File: src/rtl/whackamole_game_ctrl.sv
// Whack-a-mole round sequencer: spawns LFSR-placed moles, times their exposure and
// mediates evaluator hits. Define WHACK_SPEEDUP_EN to shorten the exposure as correct hits accumulate.
module whackamole_game_ctrl #(
    parameter int unsigned MOLE_TICKS   = 50000000,
    parameter int unsigned GAME_ROUNDS  = 30,
    parameter int unsigned MAX_MISSES   = 5,
    parameter int unsigned RESP_TIMEOUT = 8,
    parameter logic [15:0] LFSR_SEED    = 16'hACE1
) (
    input  logic       clk,
    input  logic       rst_n,
    input  logic       start,
    input  logic       btn_valid,
    input  logic [2:0] btn_code,
    input  logic       guess_correct,
    input  logic       guess_wrong,
    input  logic       guess_now,
    output logic       eval_rst,
    output logic       eval_now,
    output logic [2:0] user_guess,
    output logic [2:0] mole_pos,
    output logic       mole_change,
    output logic       game_active,
    output logic       game_over,
    output logic [7:0] round,
    output logic [3:0] misses,
    output logic       resp_err
);

    // Timer headroom covers a full exposure plus a response wait that overruns it.
    localparam int unsigned TMR_W  = $clog2(MOLE_TICKS + RESP_TIMEOUT + 2);
    localparam int unsigned RESP_W = (RESP_TIMEOUT > 1) ? $clog2(RESP_TIMEOUT) : 1;

    typedef enum logic [2:0] {
        S_IDLE      = 3'd0,
        S_SPAWN     = 3'd1,
        S_ACTIVE    = 3'd2,
        S_WAIT_RESP = 3'd3,
        S_PENALTY   = 3'd4,
        S_GAME_OVER = 3'd5
    } state_t;

    state_t             state_q, state_d;
    logic [15:0]        lfsr_q, lfsr_d;
    logic [TMR_W-1:0]   timer_q, timer_d, timer_inc, mole_last;
    logic [RESP_W-1:0]  resp_cnt_q, resp_cnt_d;
    logic [2:0]         cand, next_mole;
    logic [3:0]         misses_inc;

    logic               eval_rst_d, eval_now_d, mole_change_d;
    logic               game_active_d, game_over_d, resp_err_d;
    logic [2:0]         user_guess_d, mole_pos_d;
    logic [7:0]         round_d;
    logic [3:0]         misses_d;

`ifdef WHACK_SPEEDUP_EN
    localparam logic [TMR_W-1:0] SPD_FULL  = TMR_W'(MOLE_TICKS);
    localparam logic [TMR_W-1:0] SPD_STEP  = TMR_W'(MOLE_TICKS / 8);
    localparam logic [TMR_W-1:0] SPD_FLOOR = TMR_W'(MOLE_TICKS / 4);

    logic [TMR_W-1:0] tick_lim_q, tick_lim_d;
    logic [2:0]       hit_cnt_q, hit_cnt_d;

    assign mole_last = tick_lim_q - TMR_W'(1);
`else
    assign mole_last = TMR_W'(MOLE_TICKS - 1);
`endif

    // Fibonacci LFSR, taps 16/14/13/11, free-running in every state.
    assign lfsr_d = {lfsr_q[14:0], lfsr_q[15] ^ lfsr_q[13] ^ lfsr_q[12] ^ lfsr_q[10]};

    assign cand       = lfsr_q[2:0];
    assign next_mole  = (cand == mole_pos) ? cand + 3'd1 : cand;
    assign timer_inc  = (&timer_q) ? timer_q : timer_q + TMR_W'(1);
    assign misses_inc = (&misses) ? misses : misses + 4'd1;

    // Next-state and next-output logic.
    always_comb begin
        state_d       = state_q;
        timer_d       = timer_q;
        resp_cnt_d    = resp_cnt_q;
        eval_rst_d    = 1'b0;
        eval_now_d    = 1'b0;
        mole_change_d = 1'b0;
        user_guess_d  = user_guess;
        mole_pos_d    = mole_pos;
        round_d       = round;
        misses_d      = misses;
        resp_err_d    = resp_err;
`ifdef WHACK_SPEEDUP_EN
        tick_lim_d    = tick_lim_q;
        hit_cnt_d     = hit_cnt_q;
`endif

        case (state_q)
            S_IDLE, S_GAME_OVER: begin
                if (start) begin
                    eval_rst_d = 1'b1;
                    round_d    = '0;
                    misses_d   = '0;
                    resp_err_d = 1'b0;
                    state_d    = S_SPAWN;
`ifdef WHACK_SPEEDUP_EN
                    tick_lim_d = SPD_FULL;
                    hit_cnt_d  = '0;
`endif
                end
            end

            S_SPAWN: begin
                if (round >= 8'(GAME_ROUNDS) || misses >= 4'(MAX_MISSES)) begin
                    state_d = S_GAME_OVER;
                end else begin
                    mole_pos_d    = next_mole;
                    mole_change_d = 1'b1;
                    round_d       = round + 8'd1;
                    timer_d       = '0;
                    state_d       = S_ACTIVE;
                end
            end

            S_ACTIVE: begin
                timer_d = timer_inc;
                // Expiry wins over a coincident button press.
                if (timer_q >= mole_last) begin
                    misses_d = misses_inc;
                    state_d  = S_SPAWN;
                end else if (btn_valid && guess_now) begin
                    user_guess_d = btn_code;
                    eval_now_d   = 1'b1;
                    resp_cnt_d   = '0;
                    state_d      = S_WAIT_RESP;
                end
            end

            S_WAIT_RESP: begin
                timer_d = timer_inc;
                if (guess_wrong) begin
                    misses_d = misses_inc;
                    state_d  = S_PENALTY;
                end else if (guess_correct) begin
                    state_d = S_SPAWN;
`ifdef WHACK_SPEEDUP_EN
                    hit_cnt_d = hit_cnt_q + 3'd1;
                    if (hit_cnt_q == 3'd7) begin
                        tick_lim_d = (tick_lim_q >= SPD_FLOOR + SPD_STEP) ?
                                     tick_lim_q - SPD_STEP : SPD_FLOOR;
                    end
`endif
                end else if (resp_cnt_q == RESP_W'(RESP_TIMEOUT - 1)) begin
                    resp_err_d = 1'b1;
                    state_d    = S_ACTIVE;
                end else begin
                    resp_cnt_d = resp_cnt_q + RESP_W'(1);
                end
            end

            S_PENALTY: begin
                if (guess_now) begin
                    state_d = S_SPAWN;
                end
            end

            default: state_d = S_IDLE;
        endcase

        game_active_d = (state_d == S_SPAWN) || (state_d == S_ACTIVE) ||
                        (state_d == S_WAIT_RESP) || (state_d == S_PENALTY);
        game_over_d   = (state_d == S_GAME_OVER);
    end

    // State, timers and registered outputs.
    always_ff @(posedge clk or negedge rst_n) begin
        if (!rst_n) begin
            state_q     <= S_IDLE;
            lfsr_q      <= LFSR_SEED;
            timer_q     <= '0;
            resp_cnt_q  <= '0;
            eval_rst    <= 1'b0;
            eval_now    <= 1'b0;
            user_guess  <= '0;
            mole_pos    <= '0;
            mole_change <= 1'b0;
            game_active <= 1'b0;
            game_over   <= 1'b0;
            round       <= '0;
            misses      <= '0;
            resp_err    <= 1'b0;
`ifdef WHACK_SPEEDUP_EN
            tick_lim_q  <= SPD_FULL;
            hit_cnt_q   <= '0;
`endif
        end else begin
            state_q     <= state_d;
            lfsr_q      <= lfsr_d;
            timer_q     <= timer_d;
            resp_cnt_q  <= resp_cnt_d;
            eval_rst    <= eval_rst_d;
            eval_now    <= eval_now_d;
            user_guess  <= user_guess_d;
            mole_pos    <= mole_pos_d;
            mole_change <= mole_change_d;
            game_active <= game_active_d;
            game_over   <= game_over_d;
            round       <= round_d;
            misses      <= misses_d;
            resp_err    <= resp_err_d;
`ifdef WHACK_SPEEDUP_EN
            tick_lim_q  <= tick_lim_d;
            hit_cnt_q   <= hit_cnt_d;
`endif
        end
    end

endmodule

File: config.mk
export PLATFORM = sky130hd
export DESIGN_NAME = whackamole_game_ctrl
export DESIGN_NICKNAME = d
export VERILOG_FILES = /design/src/rtl/whackamole_game_ctrl.sv
export SDC_FILE = /design/constraint.sdc
export NUM_CORES = 1
export LEC_CHECK = 0
export CORE_MARGIN = 2
export CORE_UTILIZATION = 50
export CTS_BUF_LIST = sky130_fd_sc_hd__clkbuf_8 sky130_fd_sc_hd__clkbuf_16
export DETAILED_ROUTE_END_ITERATION = 10
export GPL_TIMING_DRIVEN = 0
export PLACE_DENSITY_LB_ADDON = 0.1
export SYNTH_ARGS = -nofsm -noshare
export SYNTH_HDL_FRONTEND = slang
export SYNTH_SLANG_ARGS = --single-unit
File: constraint.sdc
create_clock -name clk -period 2.3 [get_ports clk]
set_clock_uncertainty 0.15 [all_clocks]
set_input_delay 0.46 -clock clk [delete_from_list [all_inputs] [get_ports clk]]
set_output_delay 0.46 -clock clk [all_outputs]
set_load 0.01 [all_outputs]
== Word level (Yosys, flattened, before mapping) ==
Cells that the tools add are included.

* Logic and storage cells: 111
* Flip-flop bits (word level): 72
* Output and inout port bits: 24
* Input port bits: 10

* Reductions and logical operators: 22
* Muxes and demuxes: 39
* Magnitude comparators: 3
* Bitwise gates (word level): 5
* Equal/unequal tests: 23
* $add $sub $neg: 5

{| class="wikitable"
|+ Operators with widths
! operator !! number
|-
| 26-bit 2-to-1 mux || 2
|-
| 26-bit one-hot mux with 2 select lines || 1
|-
| 3-bit 2-to-1 mux || 14
|-
| 26-bit by 1-bit adder with 26-bit output, second input constant || 1
|-
| 26-bit greater-or-equal comparator, second input constant || 1
|-
| 26-bit AND reduction || 1
|-
| 2-bit != test, second input constant || 11
|-
| 4-bit 2-to-1 mux || 4
|-
| 8-bit 2-to-1 mux || 2
|-
| 8-bit one-hot mux with 2 select lines || 1
|-
| 3-bit equality test, second input constant || 5
|-
| 3-bit one-hot mux with 5 select lines || 1
|-
| 3-bit by 2-bit equality test with 1-bit output, second input constant || 4
|-
| 4-bit one-hot mux with 3 select lines || 1
|-
| 1-bit 2-to-1 mux || 11
|-
| 3-bit AND reduction || 3
|-
| 8-bit by 1-bit adder with 8-bit output, second input constant || 1
|-
| 8-bit by 5-bit greater-or-equal comparator with 1-bit output, second input constant || 1
|-
| 4-bit AND reduction || 2
|-
| 2-bit nonzero test || 4
|-
| 3-bit by 1-bit adder with 3-bit output, second input constant || 2
|-
| 3-bit by 1-bit equality test with 1-bit output, second input constant || 2
|-
| 3-bit one-hot mux with 2 select lines || 1
|-
| 6-bit AND reduction || 1
|-
| other kinds (13) || 20
|}

== Longest topological paths before layout ==
* Word-level depth: 9
* Gate-level depth with buffers: 8
* Gate-level depth less buffers: 8

== Worst setup path after synthesis ==
OpenSTA, ideal clock, no wires.

* Path kind: register -> register
* Start point: register, netlist name round[0]
* End point: register resp_cnt_q[0]
* Setup time: 79 ps
* Cell stages (with the launch flop): 8
* Slack: 256 ps
* Buffers on the path: 0
* Arrival time: 1,815 ps
* Required time: 2,071 ps
* Clock period less this slack: 2,044 ps
* Cells stage by stage: dfrtp_1 inv_1 ha_1 o2111ai_1 o211ai_1 a211o_1 o32a_1 mux2i_1

{| class="wikitable"
|+ RTL lines
! what !! RTL line !! text
|-
| to (signal assigned) || 197 || <nowiki>resp_cnt_q <= resp_cnt_d;</nowiki>
|-
| to (decl) || 46 || <nowiki>logic [RESP_W-1:0] resp_cnt_q, resp_cnt_d;</nowiki>
|}

== Worst setup path in the final report ==
* Start point: register timer_q[16]
* End point: register timer_q[19]

* Word-level cells in the longest chain between the ends: 3
* Elaborated cells on any way between the ends: 6
* Those cells by class: add/sub (1); eq/ne (1); mux (2); reduce/logical (2)

{| class="wikitable"
|+ RTL lines
! what !! RTL line !! text
|-
| from (decl) || 45 || <nowiki>logic [TMR_W-1:0] timer_q, timer_d, timer_inc, mole_last;</nowiki>
|-
| from (signal assigned) || 196 || <nowiki>timer_q <= timer_d;</nowiki>
|-
| 26-bit by 1-bit adder with 26-bit output / 26-bit AND reduction (equally long branches) || 74 || <nowiki>assign timer_inc = (&timer_q) ? timer_q : timer_q + TMR_W'(1);</nowiki>
|-
| 26-bit 2-to-1 mux / 2-bit != test (equally long branches) || -- ||
|-
| 26-bit one-hot mux with 2 select lines / 3-bit AND reduction (equally long branches) || -- ||
|}

Several ways; a longest one is shown, not always the timed one. The select of a mux whose other input is x is not followed.
A chain may end at the register's enable or synchronous reset.

==> run_results.csv <==
group,metric,value,unit
synthesis,synth_edf_count,0,
floorplan,die_y,87.21,um
detailed_routing,drt_pass1_iterations,4,
synthesis,synth_compound_area_frac,0.1323,
pwr,powerDensity,939.2,nW/um^2
pwr,combPwrFrac,0.345,
cts,cts_inserted_buffers,9,
setup_path,slowest_stage,"or4_1",
synthesis,syn_area,3462,sq um
synthesis,synth_flop_cell,"dfrtp_1",
cts,cts_buffer_depth,2,
final_layout,diodes,0,
pwr,p_seq_frac,0.408,
sta,grt_setup_unrepaired,"true",
pwr,p_sw,1369,uW
setup_path,crit_required,2430,ps
sta,finalMaxSlewViolations,0,
setup_path,arrival,2330,ps
setup_path,cp-start-kind,"flip-flop",
floorplan,core_area,6756,sq um
setup_path,end_kind,"flip-flop",
final_layout,area_growth_syn_to_layout,21.32,%
synthesis,synthMuxAreaShare,0.03578,
placement,dp_hpwl,4884,um
synthesis,yosysTopAreaCell,"dfrtp_1",
synthesis,synthCells,332,
synthesis,synth.top_cells.by_count,"dfrtp_1 (64), nand2_1 (34), a21oi_1 (19)",
synthesis,synth-seq-cells,72,
cts,tritoncts,"yes",
synthesis,syn-mean-instance-area,10.43,sq um
global_routing,grt_pass1_vias,2498,
detailed_routing,wl_per_cell,15.63,um
pwr,clkPwrFrac,0.247,
floorplan,fp.dieW,87.21,um
pwr,power.leakage,0.001798,uW
global_routing,grt_pass1_wl,12240,um
cts,path_clk_slew,70,ps
synthesis,netlist.area_leader.share,0.4626,
synthesis,synth-xor-area-share,0.03289,
placement,pre_cts_slack,-224.3,ps
setup_path,cp_top_family,"simple AND/OR/NAND/NOR gates",
detailed_routing,drc,0,
sta,fmax,454.4,MHz
global_routing,grt_max_degree,73,
outcome,status,"finished, final reports clean",
synthesis,post-synth-top-count-cell,"dfrtp_1",
cts,h-tree-depth,3,
synthesis,synth_top_family_by_area,"simple AND/OR/NAND/NOR gates",
synthesis,async_flop_share,1.000,
sta,final.period_utilization,0.9568,
global_routing,grt.total_usage,0.2075,
setup_path,cpMostUsedCell,"buf_6",
synthesis,synthAdderAreaFrac,0.03253,
synthesis,yosys_warnings,0,
placement,gp_congestion,0.8039,
synthesis,ys_seq_area_frac,0.5233,
final_layout,finalNonFillerCells,464,
pwr,vdd_drop_max,297.5,uV
placement,dp.cells,445,
detailed_routing,num_vias,2712,
floorplan,rows,30,
setup_path,crit_buf_inv,2,
sta,finalHoldViolCount,0,
synthesis,synth_nets,351,
sta,max_slew.worst_pin.slew,882.5,ps
final_layout,layout.nets,398,
sta,fin_ws,99.37,ps
sta,setup_viol,0,
setup_path,slowest_delay,470,ps
detailed_routing,viasPerCell,5.845,
detailed_routing,drt_iter0_markers,123,
detailed_routing,antenna_left,0,
setup_path,crit_type,"flip-flop to flip-flop",
cts,cts_sinks,72,
floorplan,initial_core_util,0.5124,
sta,slew_headroom,0.4117,
detailed_routing,routed_wl,7253,um
setup_path,crit_chain,"and4_4, and4b_1, buf_6, and3_4, buf_6, or4_1, a21oi_1",
setup_path,path_max_fanout,10,
job,maxCapViolations,0,
pwr,switching_share,0.3471,
sta,fin_crit,2201,ps
synthesis,synthSimpleGateAreaFrac,0.2143,
final_layout,drive_gt1_frac,0.1693,
floorplan,die_area,7606,sq um
global_routing,antenna_found_initial,0,
synthesis,yosysUniqueCellTypes,53,
global_routing,grt_overflow,0,
cts,insertion_delay,350,ps
pwr,p_int,2576,uW
placement,portBuffers,33,
synthesis,synth.top_cells.by_area,"dfrtp_1 (46%), dfstp_2 (6.1%), nand2_1 (3.7%)",
floorplan,io_pins,34,
cts,cts-root-buf,"clkbuf_8",
min_path,min_path_type,"input pin to asynchronous set/reset pin",
## worst paths after layout
| check | from | endpoint | slack, ps | cells past startpoint |
|---|---|---|---|---|
| worst max register to register | timer_q[16] | timer_q[19] | 100 | 7 |
| worst min register to register | lfsr_q[14] | lfsr_q[15] | 210 | 0 |
| worst max-delay path | timer_q[16] | timer_q[19] | 100 | 7 |
| min in group clk | lfsr_q[14] | lfsr_q[15] | 210 | 0 |
| worst min-delay path | rst_n | round[3] | 70 | 1 |
| max in group asynchronous | rst_n | timer_q[12] | 1300 | 1 |
## cell usage in the layout, fill, tap and decap left out, types with 3 or more instances in the layout
cell / Yosys / routed
buf_4: 0 / 5
ha_1: 9 / 8
nor3_1: 7 / 6
or3_1: 7 / 7
nand3_1: 16 / 15
a31oi_1: 5 / 5
buf_2: 5 / 4
clkdlybuf4s50_1: 0 / 32
nor2_1: 15 / 15
nand2_1: 34 / 33
nand2b_1: 4 / 4
and3_1: 7 / 7
xnor2_1: 8 / 8
or4_1: 8 / 8
mux2_2: 3 / 3
clkbuf_8: 0 / 10
a21oi_1: 19 / 19
mux2i_1: 9 / 9
inv_1: 10 / 11
dfrtp_1: 64 / 61
dfrtp_2: 0 / 3
dfstp_2: 8 / 8
and2_1: 6 / 6
nand4_1: 7 / 7
xor2_1: 5 / 5
o21ai_0: 18 / 18
o2111ai_2: 0 / 3
o31ai_1: 10 / 10
## worst register-to-register path: cells and delay by family, from the launching register on
kind	cells	cell delay [ps]
simple gates	4	1100
flops	1	460
buf+inv	2	280
compound gates	1	150
## power groups by stage
stage	sequential [uW]	clock [uW]	combinational [uW]
final	1610	974	1360
after global routing	1640	1050	1530
after CTS	1610	994	1300
after detailed placement	1630	0	1280
after global placement	1620	0	1240
after floorplan	1650	0	759
## sequential cells by signal (all words and copies together), names as in the netlist, 3 cells and up
signal,flops
timer_q,26
state_q,3
lfsr_q,16
mole_pos,3
resp_cnt_q,3
user_guess,3
misses,4
round,8
## timing repair
item / in CTS / in global routing
hold buffers: 0 / 0
pin swaps: 0 / 3
buffers inserted: 0 / 3
resized for setup: 7 / 17
endpoints found under the setup margin: 16 / 23
## logic make-up after synthesis
family                     after synthesis
muxes                                   12
and+or+nand+nor                        134
adders and majority gates                9
DFF                                     72
buffers and inverters                   21
AOI/OAI and AO/OA                       71
xor gates and xnor gates                13
## through the flow
stage / setup TNS, ps / power (uW) / utilization / hold WS, ps / cell area (sq um)
after floorplan: 0 / 2412 / - / 14.41 / 3462
after global placement: -127340 / 2868 / 0.5761 / 185.2 / 3892
after detailed placement: -1687 / 2907 / 0.5757 / 186.3 / 3890
after CTS: 0 / 3901 / 0.6087 / 117.8 / 4113
after global routing: -25.83 / 4214 / 0.6217 / 161.3 / 4200
final: 0 / 3945 / 0.6217 / 71.85 / 4200
## per-layer routing
layer / global-route usage / vias up / routed length (um)
li1: - / 1309 / -
met4: 0.08392 / 0 / 142
met5: 0 / - / 0
met3: 0.03507 / 13 / 278
met1: 0.2993 / 1341 / 3431
met2: 0.3123 / 49 / 3401
## layout make-up
class,instances,area [sq um]
Buffer,11,66.31
Clock buffer,10,137.6
Clock inverter,6,53.80
Fill cell,568,2556
Inverter,10,37.54
Multi-Input combinational cell,239,1639
Sequential cell,72,1815
Tap cell,80,100.1
Timing Repair Buffer,36,350.3
Power figures use the tool's default switching activity.
